==> config.mk <==
export PLATFORM = sky130hd
export DESIGN_NAME = uart_rx_capture
export DESIGN_NICKNAME = d
export VERILOG_FILES = /design/src/rtl/uart_pkg.sv /design/src/rtl/uart_rx_fifo.sv /design/src/rtl/uart_rx_capture.sv
export SDC_FILE = /design/constraint.sdc
export NUM_CORES = 1
export LEC_CHECK = 0
export CAP_MARGIN = 20
export CORE_UTILIZATION = 30
export DETAILED_ROUTE_END_ITERATION = 10
export GPL_TIMING_DRIVEN = 1
export HOLD_SLACK_MARGIN = 0.02
export PLACE_DENSITY = 0.51
export SYNTH_ARGS = -nofsm -noshare
export SYNTH_HDL_FRONTEND = slang
export SYNTH_SLANG_ARGS = --single-unit
==> constraint.sdc <==
create_clock -name clk -period 2 [get_ports clk]
set_input_delay 0.3 -clock clk [delete_from_list [all_inputs] [get_ports clk]]
set_output_delay 0.3 -clock clk [all_outputs]
set_load 0.03 [all_outputs]
==> src/rtl/uart_pkg.sv <==
// Shared definitions for the UART receive path: FSM state encoding and bit timing.
package uart_pkg;

  typedef enum logic [2:0] {
    IDLE      = 3'd0,
    START     = 3'd1,
    DATA      = 3'd2,
    STOP      = 3'd3,
    WAIT_HIGH = 3'd4
  } rx_state_e;

  // Clock cycles per serial bit, truncated.
  function automatic int unsigned bit_cycles(input int unsigned clk_freq_hz,
                                             input int unsigned baud_rate);
    return clk_freq_hz / baud_rate;
  endfunction

endpackage

==> src/rtl/uart_rx_fifo.sv <==
// Byte FIFO with valid/ready pop side; a push while full and not popping is dropped
// and flagged with a one-cycle overflow pulse.
module uart_rx_fifo #(
  parameter int unsigned depth = 4
) (
  input  logic       clk,
  input  logic       rst,
  input  logic       i_push,
  input  logic [7:0] i_push_data,
  input  logic       i_ready,
  output logic [7:0] o_data,
  output logic       o_valid,
  output logic       o_overflow
);

  localparam int unsigned AW = $clog2(depth);
  localparam logic [AW:0] PTR_ONE = (AW+1)'(1);

  logic [7:0]  mem_q [depth];
  logic [7:0]  mem_d [depth];
  logic [AW:0] wr_ptr_q, wr_ptr_d;
  logic [AW:0] rd_ptr_q, rd_ptr_d;
  logic        overflow_q, overflow_d;
  logic        empty, full, pop, push_ok;

  // Extra pointer MSB tells a full ring from an empty one.
  assign empty   = (wr_ptr_q == rd_ptr_q);
  assign full    = (wr_ptr_q[AW] != rd_ptr_q[AW]) && (wr_ptr_q[AW-1:0] == rd_ptr_q[AW-1:0]);
  assign pop     = !empty && i_ready;
  assign push_ok = i_push && (!full || pop);

  always_comb begin
    mem_d      = mem_q;
    wr_ptr_d   = wr_ptr_q;
    rd_ptr_d   = rd_ptr_q;
    overflow_d = i_push && full && !pop;
    if (push_ok) begin
      mem_d[wr_ptr_q[AW-1:0]] = i_push_data;
      wr_ptr_d = wr_ptr_q + PTR_ONE;
    end
    if (pop) begin
      rd_ptr_d = rd_ptr_q + PTR_ONE;
    end
  end

  always_ff @(posedge clk or posedge rst) begin
    if (rst) begin
      mem_q      <= '{default: '0};
      wr_ptr_q   <= '0;
      rd_ptr_q   <= '0;
      overflow_q <= 1'b0;
    end else begin
      mem_q      <= mem_d;
      wr_ptr_q   <= wr_ptr_d;
      rd_ptr_q   <= rd_ptr_d;
      overflow_q <= overflow_d;
    end
  end

  assign o_data     = mem_q[rd_ptr_q[AW-1:0]];
  assign o_valid    = !empty;
  assign o_overflow = overflow_q;

endmodule

==> src/rtl/uart_rx_capture.sv <==
// 8N1 UART receiver: synchronizer, bit-timing FSM and shift register feeding a byte FIFO.
//
// state     | meaning
// IDLE      | line idle, waiting for rx_s low
// START     | half a bit into the start bit, confirm it is still low
// DATA      | sample 8 data bits, LSB first, one per bit time
// STOP      | sample the stop bit; high pushes the byte, low flags a frame error
// WAIT_HIGH | after a frame error, hold until the line returns high
module uart_rx_capture
  import uart_pkg::*;
#(
  parameter int unsigned clk_freq_hz = 32'd50_000_000,
  parameter int unsigned baud_rate   = 115200,
  parameter int unsigned fifo_depth  = 4
) (
  input  logic       clk,
  input  logic       rst,
  input  logic       i_rx,
  output logic [7:0] o_data,
  output logic       o_valid,
  input  logic       i_ready,
  output logic       o_frame_err,
  output logic       o_overflow,
  output logic       o_busy
);

  localparam int unsigned BIT  = bit_cycles(clk_freq_hz, baud_rate);
  localparam int unsigned HALF = BIT / 2;
  localparam int unsigned CW   = $clog2(BIT);
  localparam logic [CW-1:0] BIT_LOAD  = CW'(BIT - 1);
  localparam logic [CW-1:0] HALF_LOAD = CW'(HALF - 1);
  localparam logic [CW-1:0] CNT_ONE   = CW'(1);

  logic          rx_meta_q, rx_s_q;
  rx_state_e     state_q, state_d;
  logic [CW-1:0] cnt_q, cnt_d;
  logic [2:0]    idx_q, idx_d;
  logic [7:0]    shift_q, shift_d;
  logic          frame_err_q, frame_err_d;
  logic          busy_q, busy_d;
  logic          push;

  // Down-counter is loaded with period-1 so a phase lasts exactly period cycles.
  always_comb begin
    state_d     = state_q;
    cnt_d       = cnt_q;
    idx_d       = idx_q;
    shift_d     = shift_q;
    frame_err_d = 1'b0;
    push        = 1'b0;
    case (state_q)
      IDLE: begin
        if (!rx_s_q) begin
          state_d = START;
          cnt_d   = HALF_LOAD;
        end
      end
      START: begin
        if (cnt_q == '0) begin
          if (!rx_s_q) begin
            state_d = DATA;
            cnt_d   = BIT_LOAD;
            idx_d   = 3'd0;
          end else begin
            state_d = IDLE;
          end
        end else begin
          cnt_d = cnt_q - CNT_ONE;
        end
      end
      DATA: begin
        if (cnt_q == '0) begin
          shift_d[idx_q] = rx_s_q;
          cnt_d          = BIT_LOAD;
          idx_d          = idx_q + 3'd1;
          if (idx_q == 3'd7) begin
            state_d = STOP;
          end
        end else begin
          cnt_d = cnt_q - CNT_ONE;
        end
      end
      STOP: begin
        if (cnt_q == '0) begin
          if (rx_s_q) begin
            push    = 1'b1;
            state_d = IDLE;
          end else begin
            frame_err_d = 1'b1;
            state_d     = WAIT_HIGH;
          end
        end else begin
          cnt_d = cnt_q - CNT_ONE;
        end
      end
      WAIT_HIGH: begin
        if (rx_s_q) begin
          state_d = IDLE;
        end
      end
      default: begin
        state_d = IDLE;
      end
    endcase
    busy_d = (state_d != IDLE);
  end

  always_ff @(posedge clk or posedge rst) begin
    if (rst) begin
      rx_meta_q   <= 1'b1;
      rx_s_q      <= 1'b1;
      state_q     <= IDLE;
      cnt_q       <= '0;
      idx_q       <= 3'd0;
      shift_q     <= 8'h00;
      frame_err_q <= 1'b0;
      busy_q      <= 1'b0;
    end else begin
      rx_meta_q   <= i_rx;
      rx_s_q      <= rx_meta_q;
      state_q     <= state_d;
      cnt_q       <= cnt_d;
      idx_q       <= idx_d;
      shift_q     <= shift_d;
      frame_err_q <= frame_err_d;
      busy_q      <= busy_d;
    end
  end

  uart_rx_fifo #(
    .depth(fifo_depth)
  ) u_fifo (
    .clk        (clk),
    .rst        (rst),
    .i_push     (push),
    .i_push_data(shift_q),
    .i_ready    (i_ready),
    .o_data     (o_data),
    .o_valid    (o_valid),
    .o_overflow (o_overflow)
  );

  assign o_frame_err = frame_err_q;
  assign o_busy      = busy_q;

endmodule

* Word-level counts from Yosys, hierarchy flattened
Index checks and enable logic that the tools add are counted.
** Word-level totals
- Output and inout port bits :: 12
- Input bits :: 4
- Register bits after elaboration :: 66
** Cells by class
- Bitwise logic cells :: 2
- $lt $le $gt $ge :: 5
- Muxes and demuxes :: 34
- Reduce and logical (&&, ||, !) cells :: 19
- Equal/unequal tests :: 14
- Add/sub/neg operators :: 4
** Operator list (number)
- 2-to-1 mux 9 bit :: 5
- case mux 9 bit (4 select lines) :: 1
- bitwise mux 32 bit :: 1
- 2-to-1 mux 3 bit :: 10
- 2-to-1 mux 8 bit :: 3
- binary-select mux 8 bit (select 2 bit) :: 1
- demux 8 bit (select 2 bit) :: 1
- case mux 3 bit (5 select lines) :: 1
- inequality test 2 bit, second input constant :: 5
- adder 3 x 1 -> 3 bit, second input constant :: 3
- logical NOT 9 bit :: 1
- subtractor 9 x 1 -> 9 bit, second input constant :: 1
- bitwise mux 8 bit :: 1
- AND reduction 4 bit :: 2
- logical AND 1 bit :: 7
- 2-to-1 mux 1 bit :: 7
- equality test 3 x 2 -> 1 bit, second input constant :: 2
- equality test 3 bit, second input constant :: 2
- >= comparator 3 bit, second input constant :: 2
- inverter 2 -> 3 bit :: 2
- case mux 3 bit (2 select lines) :: 1
- less-than comparator 3 x 4 -> 1 bit, second input constant :: 1
- nonzero test 4 bit :: 1
- demux 1 bit (select 3 bit) :: 1
- other kinds (14) :: 16

* Logic depth before layout (Yosys ltp)
- Word-level depth :: 6
- Mapped depth :: 7
- Mapped depth without buffers :: 6

* Modules after synthesis
Synthesis repeated with hierarchy kept, for this count alone.
** Second synthesis, totals
- Cells, all modules :: 264
- Area, all modules :: 3424.5 um^2
** By module, submodules not included
- uart_rx_fifo :: area an instance 1955.6 um^2, times used 1, cells an instance 118, sequential area each 975.9 um^2
- uart_rx_capture :: area an instance 1468.9 um^2, times used 1, cells an instance 146, sequential area each 678.2 um^2

* Worst setup path after synthesis
No wires, ideal clock.
- Path kind :: register -> register
- From :: register cnt_q[0]
- To :: register u_fifo.mem_q[0] (netlist name)
- Arrival time :: 2075 ps
- Setup slack :: -202 ps
- Clock period less this slack :: 2202 ps
- Cell stages (with the launch flop) :: 8
- Buffers on the path :: 1
- Path through :: dfrtp_1 -> inv_1 -> ha_1 -> or4b_4 -> nor4_4 -> and3_1 -> buf_4 -> mux2_1
** Between the ends
- Cells in the longest elaborated chain, start to end :: 4
** RTL lines
- start, declared :: RTL line uart_rx_capture.sv:36 : logic [CW-1:0] cnt_q, cnt_d;
- start signal, assigned :: RTL line uart_rx_capture.sv:122 : cnt_q <= cnt_d;
- logical NOT 9 bit :: RTL line uart_rx_capture.sv:84 : if (cnt_q == '0) begin
- 2-to-1 mux 1 bit :: RTL line uart_rx_capture.sv:84
- 2-to-1 mux 1 bit :: RTL line uart_rx_capture.sv:51 : case (state_q)
- logical AND 1 bit :: RTL line uart_rx_fifo.sv:30 : assign push_ok = i_push && (!full || pop);
- end signal, assigned :: RTL line uart_rx_fifo.sv:53 : mem_q <= mem_d;
- end, declared :: RTL line uart_rx_fifo.sv:19 : logic [7:0] mem_q [depth];
Every way passes these cells.
A chain may end at the register's enable or synchronous reset.

* Worst setup path in the final report
- From :: register cnt_q[0]
- To :: register u_fifo.mem_q[1] (netlist name)
The elaborated chain is that of the path after synthesis.

==> results by group <==
Outcome
  – Outcome: finished, violations left
  – Failing checks: negative setup slack

Placed design
  – Pre-CTS setup slack: -0.157 ns
  – Post-DP HPWL: between 4000 and 5000 um
  – Placed insts: 431
  – Gp weighted congestion: about 0.84
  – Port Buf Inserts: 15

Power
  – Pint: 1.95 mW
  – NetSw: approximately 0.64 mW
  – Sw Share: 24.8%
  – Comb pwr share: about 2.0%
  – Leak: 2.00 nW
  – Clock power share: 46.4%
  – Pwr Density: just over 600 nW/um^2
  – Worst VDD drop: between 0.2 and 0.3 mV
  – Total power: between 2 and 3 mW
  – Sequential power share: 51.6%

STA
  – Worst Max-Slew Pin Slew: 0.415 ns
  – Period utilization: 108%
  – Final setup slack of the worst path: -0.150 ns
  – Period minus WS final: 2.15 ns
  – Maximum clock rate: 465 MHz
  – Final hold vios: 0
  – Slew Limit Fails: 0
  – Setup-failing EPs final: 44
  – RSZ-0062 raised after global routing: true
  – Slew margin rel.: 71.9%
  – Setup Skew: 0.0101 ns

Global routing
  – Largest net degree at the start of global routing: 44
  – Vias in the first global route: 2283
  – GRT Resource Usage Total: 13.4%
  – GRT Residual Overflow: 0
  – Initial antenna violation count: 0
  – First-pass GRT wire length: 11600 um

Logic synthesis
  – Top_reg_cell synth: dfrtp_1
  – Net Count, Synth: 265
  – Yosys top cell area share: 49.1%
  – Ys async rst share: 100%
  – Synth Area in Adders: 3.07%
  – Xor-xnor portion of the synthesized cell area: 2.15%
  – Number of synthesized flops with an enable pin: 0
  – Synth top area cells: dfrtp_1, mux2_1, mux4_2, mux2_2, ha_1
  – Syn avg cell area: 12.9 um^2
  – Count leader, synth: dfrtp_1
  – Mapped cell area: 3260 um^2
  – Multiplexer share of the synthesized area: 21.0%
  – Cells after Synth: between 200 and 300
  – Synth cell count leaders: dfrtp_1, mux2_1, nand2_1, mux2_2, inv_1
  – Post-Synth Simple-Gate Area: 12.5%
  – Cell variety after synth: 51
  – Compound-gate portion of the synthesized area: ~7.3%
  – Synth Register Bits: 66
  – Largest family of logic cells by synthesized area: multiplexers
  – Sequential area share after synthesis: 50.7%
  – Dominant cell type by area after synthesis: dfrtp_1
  – Yosys warnings: 0

Floorplan
  – Full die area: roughly 11000 um^2
  – Die X: 106 um
  – Number of I/O pins: 16
  – Core area: 10400 um^2
  – Initial Util: 31.3%
  – Die height: between 100 and 150 um
  – # rows: 37

Finish
  – Multi-input combinational cell area: 1600 um^2
  – Filler Cell Count: just under 1k
  – Seq. cell area: 1660 um^2
  – Area delta synth->final: 28.2%
  – Share of post-route cells with drive strength above 1: 36.9%
  – Diodes inserted: 0
  – Final nets: 319
  – Non-Filler Instances: 448

CTS
  – Reg clk slew, reported paths: 0.08 ns
  – Hold-fix buffers, CTS: 0
  – Clock Latency Late Sink: 0.35 ns
  – CTS tree: yes
  – Clock sink count: 66
  – Clk buf depth: 2
  – TritonCTS Buffers: 9
  – H-tree levels: 3
  – Root Driver: clkbuf_8

Setup path
  – Arr. time, crit path: 2.38 ns
  – CP required: 2.23 ns
  – Crit path kind: reg -> reg
  – Crit Path Max Fanout: 9
  – Crit. End Element: flop
  – Worst setup SP type: flop

Routing
  – DRT iter0 DRCs: 108
  – # DRC: 0
  – Pre-Repair DR Iteration Count: 4
  – Total number of vias: about 2.2k
  – WL per Instance: 15.5 um
  – Vias per std cell: 4.89
  – Post-route ant nets: 0
  – Routed WL: 6920 um

Flow run
  – Max-cap viol count: 0

Min path
  – Min-Delay Path Class: in -> async
per-stage QoR:
step	setup TNS, ns	instance area (um^2)	hold WS (ns)	utilization [%]
2_1_floorplan	-3.16	3300	0.304	-
3_3_place_gp	-4.43	3920	0.349	37.6
3_5_place_dp	-4.98	3920	0.347	37.6
4_1_cts	-5.84	4140	0.220	39.8
5_1_grt	-9.49	4180	0.249	40.1
6_report	-5.02	4180	0.224	40.1
flip-flops by register name, indices dropped and copies added, names as in the netlist:
name and count:
cnt_q 9, idx_q 3, o_busy 1, o_frame_err 1, rx_meta_q 1, rx_s_q 1, shift_q 8, state_q 3
u_fifo.mem_q 32, u_fifo.o_overflow 1, u_fifo.rd_ptr_q 3, u_fifo.wr_ptr_q 3
metal layers:
layer	vias to the layer above	share of wire [%]	global-route usage, %
met2	29	47	21.4
met3	9	3.1	3.80
met4	0	1.2	3.47
met5	-	0	0
met1	1101	48	17.6
li1	1052	-	-
power groups by stage:
stage          clock network [mW]  logic, mW  registers [mW]
2_1_floorplan                   0     0.0270            1.36
3_3_place_gp                    0     0.0539            1.36
3_5_place_dp                    0     0.0538            1.36
4_1_cts                      1.24     0.0541            1.34
5_1_grt                      1.30     0.0597            1.34
6_report                     1.20     0.0516            1.34
cell type report:
class / instances / area share (%)
clock inverters: 7 / 1.97
repair buffers: 57 / 12.3
well taps: 136 / 4.07
multi-input cells: 163 / 38.2
flip-flops and latches: 66 / 39.6
clock buffers: 9 / 2.96
inverters: 10 / 0.898
critical path, stage by stage (launching register included):
cell	delay, ns
dfrtp_1	0.39
inv_1	0.06
ha_2	0.17
or4b_4	0.49
nor4_4	0.22
and3_1	0.25
buf_12	0.15
mux2_1	0.32
placed cells by master (no fill, tap or decap), types with 8 or more instances in the layout:
cell / count
mux2_2: 12
mux2_1: 26
nand2_1: 12
nor2_1: 9
clkbuf_8: 9
dfrtp_1: 63
buf_2: 8
inv_1: 9
mux4_2: 8
buf_4: 33
kinds of logic after synthesis:
family                   Yosys count
adder cells (fa/ha/maj)            8
AND/OR/NAND/NOR                   63
flip-flops                        66
XOR/XNOR                           8
buffers and inverters             24
multiplexers                      53
AO/OA/AOI/OAI                     31
path summary, 6_finish.rpt:
path	start	end	slack, ns	depth (start not counted)
worst max-delay path	cnt_q[0]	u_fifo.mem_q[1]	-0.15	7
worst min-delay path	rst	cnt_q[5]	0.22	2
worst max register to register	cnt_q[0]	u_fifo.mem_q[1]	-0.15	7
worst min register to register	rx_meta_q	rx_s_q	0.36	0
max in group asynchronous	rst	u_fifo.rd_ptr_q[1]	1.23	3
min in group clk	i_rx	rx_meta_q	0.36	1
timing repair:
item,in CTS,in global routing
endpoints found under the hold margin,0,0
gates resized for setup,33,26
endpoints found under the setup margin,54,57
setup buffers,0,2
pin swaps,1,8
(Power assumes the default switching activity.)
